==> config.mk <==
export PLATFORM = sky130hd
export DESIGN_NAME = hazard_ctrl_flat
export DESIGN_NICKNAME = d
export VERILOG_FILES = /design/src/rtl/hazard_pkg.sv /design/src/rtl/hazard_ctrl_if.sv /design/src/rtl/hazard_ctrl_md_sequencer.sv /design/src/rtl/hazard_ctrl.sv /design/src/flat_wrapper.sv
export SDC_FILE = /design/constraint.sdc
export NUM_CORES = 1
export LEC_CHECK = 0
export ABC_AREA = 1
export BUFFER_PORTS_ARGS = -buffer_cell sky130_fd_sc_hd__buf_2
export CAP_MARGIN = 30
export CELL_PAD_IN_SITES_DETAIL_PLACEMENT = 1
export CELL_PAD_IN_SITES_GLOBAL_PLACEMENT = 1
export CORE_AREA = 4 4 76 64
export CTS_BUF_LIST = sky130_fd_sc_hd__clkbuf_8
export CTS_CLUSTER_DIAMETER = 30
export DETAILED_ROUTE_END_ITERATION = 16
export DIE_AREA = 0 0 80 68
export PLACE_DENSITY_LB_ADDON = 0.1
export SETUP_SLACK_MARGIN = 0.02
export SYNTH_ARGS = -nofsm -noshare
export SYNTH_HDL_FRONTEND = slang
export SYNTH_SLANG_ARGS = --single-unit
export TNS_END_PERCENT = 100
==> constraint.sdc <==
create_clock -name CLK -period 1.5 [get_ports CLK]
set_clock_uncertainty 0.15 [all_clocks]
set_input_delay 0.3 -clock CLK [delete_from_list [all_inputs] [get_ports CLK]]
set_output_delay 0.3 -clock CLK [all_outputs]
set_load 0.005 [all_outputs]
==> src/rtl/hazard_pkg.sv <==
// Shared constants and FSM encoding for the pipeline hazard controller.
// Forwarding select codes match the EXE-stage operand mux ordering.
package hazard_pkg;

    localparam logic [1:0] FWD_RF     = 2'b00;
    localparam logic [1:0] FWD_EXEMEM = 2'b01;
    localparam logic [1:0] FWD_MEMWB  = 2'b10;

    localparam int MD_CYCLES_DEF = 32;

    typedef enum logic [1:0] {
        IDLE    = 2'd0,
        LDSTALL = 2'd1,
        MDBUSY  = 2'd2
    } hz_state_e;

endpackage

==> src/rtl/hazard_ctrl_if.sv <==
// Pipeline-side signal bundle of hazard_ctrl; master = pipeline, slave = hazard_ctrl.
// HAZARD_STATS_EN adds the stall_count / md_count statistics outputs.
interface hazard_ctrl_if #(
    parameter int ADDR_W = 5
);
    logic [ADDR_W-1:0] rs_ID;
    logic [ADDR_W-1:0] rt_ID;
    logic              usesRt_ID;
    logic [ADDR_W-1:0] rs_EXE;
    logic [ADDR_W-1:0] rt_EXE;
    logic [ADDR_W-1:0] regWriteAddress_EXEtoMEM;
    logic [ADDR_W-1:0] regWriteAddress_MEMtoWB;
    logic              regShouldWrite_EXEtoMEM;
    logic              regShouldWrite_MEMtoWB;
    logic              isRtype_EXEtoMEM;
    logic              isRtype_MEMtoWB;
    logic              memRead_IDtoEXE;
    logic [ADDR_W-1:0] regWriteAddress_IDtoEXE;
    logic              mdStart_ID;
    logic              hiloRead_ID;
    logic [1:0]        fwdA_sel;
    logic [1:0]        fwdB_sel;
    logic              stall_IF;
    logic              stall_ID;
    logic              flush_EXE;
    logic              md_go;
    logic              md_busy;
    logic              md_done;
`ifdef HAZARD_STATS_EN
    logic [31:0]       stall_count;
    logic [15:0]       md_count;
`endif

    modport master (
        output rs_ID, rt_ID, usesRt_ID, rs_EXE, rt_EXE,
               regWriteAddress_EXEtoMEM, regWriteAddress_MEMtoWB,
               regShouldWrite_EXEtoMEM, regShouldWrite_MEMtoWB,
               isRtype_EXEtoMEM, isRtype_MEMtoWB,
               memRead_IDtoEXE, regWriteAddress_IDtoEXE,
               mdStart_ID, hiloRead_ID,
        input  fwdA_sel, fwdB_sel, stall_IF, stall_ID, flush_EXE,
               md_go, md_busy, md_done
`ifdef HAZARD_STATS_EN
        , input stall_count, md_count
`endif
    );

    modport slave (
        input  rs_ID, rt_ID, usesRt_ID, rs_EXE, rt_EXE,
               regWriteAddress_EXEtoMEM, regWriteAddress_MEMtoWB,
               regShouldWrite_EXEtoMEM, regShouldWrite_MEMtoWB,
               isRtype_EXEtoMEM, isRtype_MEMtoWB,
               memRead_IDtoEXE, regWriteAddress_IDtoEXE,
               mdStart_ID, hiloRead_ID,
        output fwdA_sel, fwdB_sel, stall_IF, stall_ID, flush_EXE,
               md_go, md_busy, md_done
`ifdef HAZARD_STATS_EN
        , output stall_count, md_count
`endif
    );

endinterface

==> src/rtl/hazard_ctrl_md_sequencer.sv <==
// Hazard FSM plus fixed-latency mult/div sequencer: accepts starts, counts down, pulses done.
// md_go is same-cycle with the accepted start; md_busy/md_done are registered.
module md_sequencer
    import hazard_pkg::*;
#(
    parameter int MD_CYCLES = MD_CYCLES_DEF,
    parameter int CNT_W     = 6
) (
    input  logic      clk,
    input  logic      rst,
    input  logic      lu,
    input  logic      md_start,
    output logic      md_go,
    output logic      md_busy,
    output logic      md_done,
    output hz_state_e state
);

    localparam logic [CNT_W-1:0] CNT_LOAD = CNT_W'(MD_CYCLES - 1);

    hz_state_e        state_q, state_d;
    logic [CNT_W-1:0] cnt_q, cnt_d;
    logic             busy_q, busy_d;
    logic             done_q, done_d;

    always_comb begin
        state_d = state_q;
        cnt_d   = cnt_q;
        md_go   = 1'b0;
        case (state_q)
            IDLE: begin
                // A load-use hazard outranks a start; the start retries after the bubble.
                if (lu) begin
                    state_d = LDSTALL;
                end else if (md_start) begin
                    md_go   = 1'b1;
                    state_d = MDBUSY;
                    cnt_d   = CNT_LOAD;
                end
            end
            LDSTALL: begin
                if (md_start && !lu) begin
                    md_go   = 1'b1;
                    state_d = MDBUSY;
                    cnt_d   = CNT_LOAD;
                end else begin
                    state_d = IDLE;
                end
            end
            MDBUSY: begin
                if (cnt_q == '0) begin
                    state_d = IDLE;
                end else begin
                    cnt_d = cnt_q - 1'b1;
                end
            end
            default: state_d = IDLE;
        endcase
        busy_d = (state_d == MDBUSY);
        done_d = (state_d == MDBUSY) && (cnt_d == '0);
    end

    always_ff @(posedge clk) begin
        if (rst) begin
            state_q <= IDLE;
            cnt_q   <= '0;
            busy_q  <= 1'b0;
            done_q  <= 1'b0;
        end else begin
            state_q <= state_d;
            cnt_q   <= cnt_d;
            busy_q  <= busy_d;
            done_q  <= done_d;
        end
    end

    assign md_busy = busy_q;
    assign md_done = done_q;
    assign state   = state_q;

endmodule

==> src/rtl/hazard_ctrl.sv <==
// Hazard controller: EXE operand forwarding, load-use bubble, mult/div stall merging.
// Forwarding and stalls are combinational; HAZARD_STATS_EN adds saturating stall/md counters.
module hazard_ctrl
    import hazard_pkg::*;
#(
    parameter int ADDR_W    = 5,
    parameter int MD_CYCLES = MD_CYCLES_DEF,
    parameter int CNT_W     = 6
) (
    input  logic          CLK,
    input  logic          RST,
    hazard_ctrl_if.slave  hz
);

    localparam logic [ADDR_W-1:0] REG_ZERO = '0;

    logic      em_wr;
    logic      mw_wr;
    logic [1:0] fwd_a;
    logic [1:0] fwd_b;
    logic      lu;
    logic      stall;
    logic      md_go;
    logic      md_busy;
    logic      md_done;
    hz_state_e state;

    // Register 0 is hardwired, so writes to it are never forwarded.
    assign em_wr = hz.regShouldWrite_EXEtoMEM && (hz.regWriteAddress_EXEtoMEM != REG_ZERO);
    assign mw_wr = hz.regShouldWrite_MEMtoWB  && (hz.regWriteAddress_MEMtoWB  != REG_ZERO);

    always_comb begin
        fwd_a = FWD_RF;
        if (em_wr && (hz.regWriteAddress_EXEtoMEM == hz.rs_EXE)) begin
            fwd_a = FWD_EXEMEM;
        end else if (mw_wr && (hz.regWriteAddress_MEMtoWB == hz.rs_EXE)) begin
            fwd_a = FWD_MEMWB;
        end

        fwd_b = FWD_RF;
        if (em_wr && hz.isRtype_EXEtoMEM && (hz.regWriteAddress_EXEtoMEM == hz.rt_EXE)) begin
            fwd_b = FWD_EXEMEM;
        end else if (mw_wr && hz.isRtype_MEMtoWB && (hz.regWriteAddress_MEMtoWB == hz.rt_EXE)) begin
            fwd_b = FWD_MEMWB;
        end
    end

    assign lu = hz.memRead_IDtoEXE && (hz.regWriteAddress_IDtoEXE != REG_ZERO) &&
                ((hz.regWriteAddress_IDtoEXE == hz.rs_ID) ||
                 (hz.usesRt_ID && (hz.regWriteAddress_IDtoEXE == hz.rt_ID)));

    md_sequencer #(
        .MD_CYCLES (MD_CYCLES),
        .CNT_W     (CNT_W)
    ) u_md_seq (
        .clk      (CLK),
        .rst      (RST),
        .lu       (lu),
        .md_start (hz.mdStart_ID),
        .md_go    (md_go),
        .md_busy  (md_busy),
        .md_done  (md_done),
        .state    (state)
    );

    // Load-use bubbles only from IDLE; HI/LO consumers and new starts wait out MDBUSY.
    assign stall = ((state == IDLE) && lu) ||
                   (md_busy && (hz.hiloRead_ID || hz.mdStart_ID));

    assign hz.fwdA_sel  = fwd_a;
    assign hz.fwdB_sel  = fwd_b;
    assign hz.stall_IF  = stall;
    assign hz.stall_ID  = stall;
    assign hz.flush_EXE = stall;
    assign hz.md_go     = md_go;
    assign hz.md_busy   = md_busy;
    assign hz.md_done   = md_done;

`ifdef HAZARD_STATS_EN
    logic [31:0] stall_count_q, stall_count_d;
    logic [15:0] md_count_q, md_count_d;

    always_comb begin
        stall_count_d = stall_count_q;
        md_count_d    = md_count_q;
        if (stall && (stall_count_q != '1)) begin
            stall_count_d = stall_count_q + 32'd1;
        end
        if (md_go && (md_count_q != '1)) begin
            md_count_d = md_count_q + 16'd1;
        end
    end

    always_ff @(posedge CLK) begin
        if (RST) begin
            stall_count_q <= '0;
            md_count_q    <= '0;
        end else begin
            stall_count_q <= stall_count_d;
            md_count_q    <= md_count_d;
        end
    end

    assign hz.stall_count = stall_count_q;
    assign hz.md_count    = md_count_q;
`endif

endmodule

==> src/flat_wrapper.sv <==
// flat-port wrapper written by rule: the top's interface ports become plain ports
module hazard_ctrl_flat import hazard_pkg::*;
#(
    parameter int ADDR_W    = 5,
    parameter int MD_CYCLES = MD_CYCLES_DEF,
    parameter int CNT_W     = 6
)
  (CLK, RST, hz_rs_ID, hz_rt_ID, hz_usesRt_ID, hz_rs_EXE, hz_rt_EXE, hz_regWriteAddress_EXEtoMEM, hz_regWriteAddress_MEMtoWB, hz_regShouldWrite_EXEtoMEM, hz_regShouldWrite_MEMtoWB, hz_isRtype_EXEtoMEM, hz_isRtype_MEMtoWB, hz_memRead_IDtoEXE, hz_regWriteAddress_IDtoEXE, hz_mdStart_ID, hz_hiloRead_ID, hz_fwdA_sel, hz_fwdB_sel, hz_stall_IF, hz_stall_ID, hz_flush_EXE, hz_md_go, hz_md_busy, hz_md_done);
  hazard_ctrl_if #(.ADDR_W(ADDR_W)) hz_i ();
  input  logic CLK;
  input  logic RST;
  input wire logic [$bits(hz_i.rs_ID)-1:0] hz_rs_ID;
  input wire logic [$bits(hz_i.rt_ID)-1:0] hz_rt_ID;
  input wire logic [$bits(hz_i.usesRt_ID)-1:0] hz_usesRt_ID;
  input wire logic [$bits(hz_i.rs_EXE)-1:0] hz_rs_EXE;
  input wire logic [$bits(hz_i.rt_EXE)-1:0] hz_rt_EXE;
  input wire logic [$bits(hz_i.regWriteAddress_EXEtoMEM)-1:0] hz_regWriteAddress_EXEtoMEM;
  input wire logic [$bits(hz_i.regWriteAddress_MEMtoWB)-1:0] hz_regWriteAddress_MEMtoWB;
  input wire logic [$bits(hz_i.regShouldWrite_EXEtoMEM)-1:0] hz_regShouldWrite_EXEtoMEM;
  input wire logic [$bits(hz_i.regShouldWrite_MEMtoWB)-1:0] hz_regShouldWrite_MEMtoWB;
  input wire logic [$bits(hz_i.isRtype_EXEtoMEM)-1:0] hz_isRtype_EXEtoMEM;
  input wire logic [$bits(hz_i.isRtype_MEMtoWB)-1:0] hz_isRtype_MEMtoWB;
  input wire logic [$bits(hz_i.memRead_IDtoEXE)-1:0] hz_memRead_IDtoEXE;
  input wire logic [$bits(hz_i.regWriteAddress_IDtoEXE)-1:0] hz_regWriteAddress_IDtoEXE;
  input wire logic [$bits(hz_i.mdStart_ID)-1:0] hz_mdStart_ID;
  input wire logic [$bits(hz_i.hiloRead_ID)-1:0] hz_hiloRead_ID;
  output wire logic [$bits(hz_i.fwdA_sel)-1:0] hz_fwdA_sel;
  output wire logic [$bits(hz_i.fwdB_sel)-1:0] hz_fwdB_sel;
  output wire logic [$bits(hz_i.stall_IF)-1:0] hz_stall_IF;
  output wire logic [$bits(hz_i.stall_ID)-1:0] hz_stall_ID;
  output wire logic [$bits(hz_i.flush_EXE)-1:0] hz_flush_EXE;
  output wire logic [$bits(hz_i.md_go)-1:0] hz_md_go;
  output wire logic [$bits(hz_i.md_busy)-1:0] hz_md_busy;
  output wire logic [$bits(hz_i.md_done)-1:0] hz_md_done;
  assign hz_i.rs_ID = hz_rs_ID;
  assign hz_i.rt_ID = hz_rt_ID;
  assign hz_i.usesRt_ID = hz_usesRt_ID;
  assign hz_i.rs_EXE = hz_rs_EXE;
  assign hz_i.rt_EXE = hz_rt_EXE;
  assign hz_i.regWriteAddress_EXEtoMEM = hz_regWriteAddress_EXEtoMEM;
  assign hz_i.regWriteAddress_MEMtoWB = hz_regWriteAddress_MEMtoWB;
  assign hz_i.regShouldWrite_EXEtoMEM = hz_regShouldWrite_EXEtoMEM;
  assign hz_i.regShouldWrite_MEMtoWB = hz_regShouldWrite_MEMtoWB;
  assign hz_i.isRtype_EXEtoMEM = hz_isRtype_EXEtoMEM;
  assign hz_i.isRtype_MEMtoWB = hz_isRtype_MEMtoWB;
  assign hz_i.memRead_IDtoEXE = hz_memRead_IDtoEXE;
  assign hz_i.regWriteAddress_IDtoEXE = hz_regWriteAddress_IDtoEXE;
  assign hz_i.mdStart_ID = hz_mdStart_ID;
  assign hz_i.hiloRead_ID = hz_hiloRead_ID;
  assign hz_fwdA_sel = hz_i.fwdA_sel;
  assign hz_fwdB_sel = hz_i.fwdB_sel;
  assign hz_stall_IF = hz_i.stall_IF;
  assign hz_stall_ID = hz_i.stall_ID;
  assign hz_flush_EXE = hz_i.flush_EXE;
  assign hz_md_go = hz_i.md_go;
  assign hz_md_busy = hz_i.md_busy;
  assign hz_md_done = hz_i.md_done;
  hazard_ctrl #(.ADDR_W(ADDR_W), .MD_CYCLES(MD_CYCLES), .CNT_W(CNT_W)) u_core (.CLK(CLK), .RST(RST), .hz(hz_i));
endmodule
==> impl_metrics.ini <==
[drt]
drt_iter0_drc = 28
top_layer = met4
wl_per_cell_um = 13.3
dr.pass1.iters = 4
drc = 0
wl_met2_mm = 2.23
num_vias = 1480
met3WireLength_um = 274
wl_met1_mm = 1.95
via_per_inst = 4.40
postRouteAntennaNets = 0
drt_wl_total_mm = 4.47

[hold_path]
min_path_type = input port to flip-flop

[place]
numPortBuffers = 54
place_inst = 327
gp_routability_congestion = 0.787
pre_cts_slack_ns = -0.413
dpl.hpwl_mm = 3.32
postPlaceCellArea_um2 = 1750

[die]
fp.dieH_um = 68
die_area_um2 = 5440
start_util = 0.263
core_area_um2 = 4100
io_pins = 55
die_w_um = 80
fp-row-count = 21

[global_routing]
first_global_vias = 1488
grt_use_total = 0.159
grt-ovfl-total = 0
grt_pass1_wl_mm = 6.82
grt_max_degree = 10
antenna_found_initial = 0

[sta]
min_period_ns = 1.90
grt_setup_unrepaired = yes
tightest_slew_ns = 0.284
finalCritPeriodShare = 1.27
drv_slew = 0
hold_viol = 0
finalSetupTns_ns = -2.30
setup_viol = 10
worst_hold_slack_ns = 0.226
slew_headroom = 0.810
layout_setup_ws_ns = -0.399
fmax_ghz = 0.527

[synthesis]
ys_seq_area_frac = 0.186
syn_area_um2 = 1080
synthesis.nets = 223
synth_cells = 176
ys_types = 33
synthFlopType = dfxtp_1
synth.avg_cell_area_um2 = 6.12
synth-async-reset-ratio = 0
synth_seq_cells = 10
yosys_warnings = 0
synth_edf_count = 0

[layout]
postLayoutCellArea_um2 = 2370
area_growth_pct = 120
diodes = 0
fillers = 518
finalNetCount = 328
post_layout_nonfiller_instances = 336
drive_gt1_frac = 0.688

[clock_tree]
cts_sinks = 10
clockBufferDepth = 2
clk_pin_slew_worst_paths_ns = 0.05
clkLatencyLatePin_ns = 0.24
cts_made_buffers = 3
htreeDepth = 1
cts_tree = built
cts_root_buf = clkbuf_8
cts_hold_buffers = 0

[setup_path]
worstPathArrival_ns = 1.45
cp_max_fo = 3
start_kind = input port
worstSetupPathType = input port to output pin
reg2reg_slack_ns = -0.14
crit_path_end_kind = output pin
worst_ep_required_time_ns = 1.05

[job]
drv_cap = 0

[power]
cellLeakagePower_uw = 0.00119
peakVddDrop_uv = 598
power_density_nw_per_um2 = 613

[outcome]
failed_checks = setup timing
outcome = complete, but fails checks
sequential cells by signal, summed over array words and instances (netlist names):
signal                   count
u_core.u_md_seq.cnt_q        6
u_core.u_md_seq.state        2
u_core.u_md_seq.md_busy      1
u_core.u_md_seq.md_done      1
cells in the mapped netlist, types with 3 or more instances:
library cell,number,area share
xor2_1,8,0.065
nand2_1,52,0.18
dfxtp_1,10,0.19
inv_2,9,0.031
a21oi_1,6,0.028
nor3_1,3,0.014
nand3_1,5,0.023
inv_1,23,0.080
nand4_1,3,0.017
xnor2_1,11,0.089
nor2_1,12,0.042
nand2_2,4,0.023
cell type report:
type / instances / area, um2 / share of cell area
Sequential cell: 10 / 203 / 0.0855
Tap cell: 57 / 71.3 / 0.0301
Inverter: 32 / 148 / 0.0623
Timing Repair Buffer: 103 / 850 / 0.359
Clock buffer: 3 / 41.3 / 0.0174
Multi-Input combinational cell: 131 / 1060 / 0.446
worst max-delay path: stages:
cell     delay [ns]
buf_6          0.07
inv_1          0.06
nand2_4        0.06
nand2_2        0.05
nor2_2         0.09
nand3_1        0.07
nand2_1        0.08
nand2_2        0.06
or3_4          0.40
nand2_4        0.10
buf_6          0.10
routing by layer:
layer | up-vias | track usage
li1 | 760 | -
met1 | 671 | 0.199
met2 | 47 | 0.284
met3 | 2 | 0.0461
met4 | 0 | 0.0127
met5 | - | 0
path summary, 6_finish.rpt:
check                                              to                                start  depth (start not counted)
hold / removal    u_core.u_md_seq.cnt_q[4]$_SDFF_PP0_                                  RST                          2
setup / recovery                         hz_flush_EXE                          hz_rs_ID[1]                         11
hold reg to reg   u_core.u_md_seq.cnt_q[0]$_SDFF_PP0_  u_core.u_md_seq.cnt_q[0]$_SDFF_PP0_                          2
setup reg to reg   u_core.u_md_seq.md_done$_SDFF_PP0_  u_core.u_md_seq.cnt_q[1]$_SDFF_PP0_                         12
placed cells by master (no fill, tap or decap), types with 2 or more instances in the layout:
cell type  count
buf_4         40
buf_2         30
nand2_1       28
buf_6         27
nand2_2       23
inv_1         13
inv_2         12
nor2_1         8
xor2_1         8
dfxtp_1        8
inv_4          6
xnor2_1        6
nand2_4        5
buf_8          5
nor2_2         4
xnor2_2        4
a21oi_1        4
nor2_4         4
nand4_1        3
nand3_2        3
a21oi_2        3
clkbuf_8       3
nand3_1        2
o21ai_1        2
o41ai_4        2
nor3_2         2
nor3_4         2
a31oi_1        2
dfxtp_2        2
power breakdown:
part           switching [uW]  internal (uW)  total [uW]
clock network             101            175         277
logic                     402            451         854
registers                26.5            296         323
total                     530            923        1450
repair_timing:
item	CTS	global route
endpoints found under the setup margin	10	17
pin swaps	15	46
gates resized for setup	58	68
setup buffers	4	7
kinds of logic after synthesis:
logic type	share of synthesized area
flip-flops	0.186
AO/OA/AOI/OAI	0.105
XOR/XNOR	0.154
adder cells (fa/ha/maj)	0.0232
AND/OR/NAND/NOR	0.403
buffers and inverters	0.129
metrics by stage:
step           total power, uW  utilization
2_1_floorplan              604            -
3_3_place_gp               891        0.428
3_5_place_dp               900        0.428
4_1_cts                   1310        0.503
5_1_grt                   1560        0.578
6_report                  1450        0.578
No activity file was read; power rests on OpenSTA's default activity.
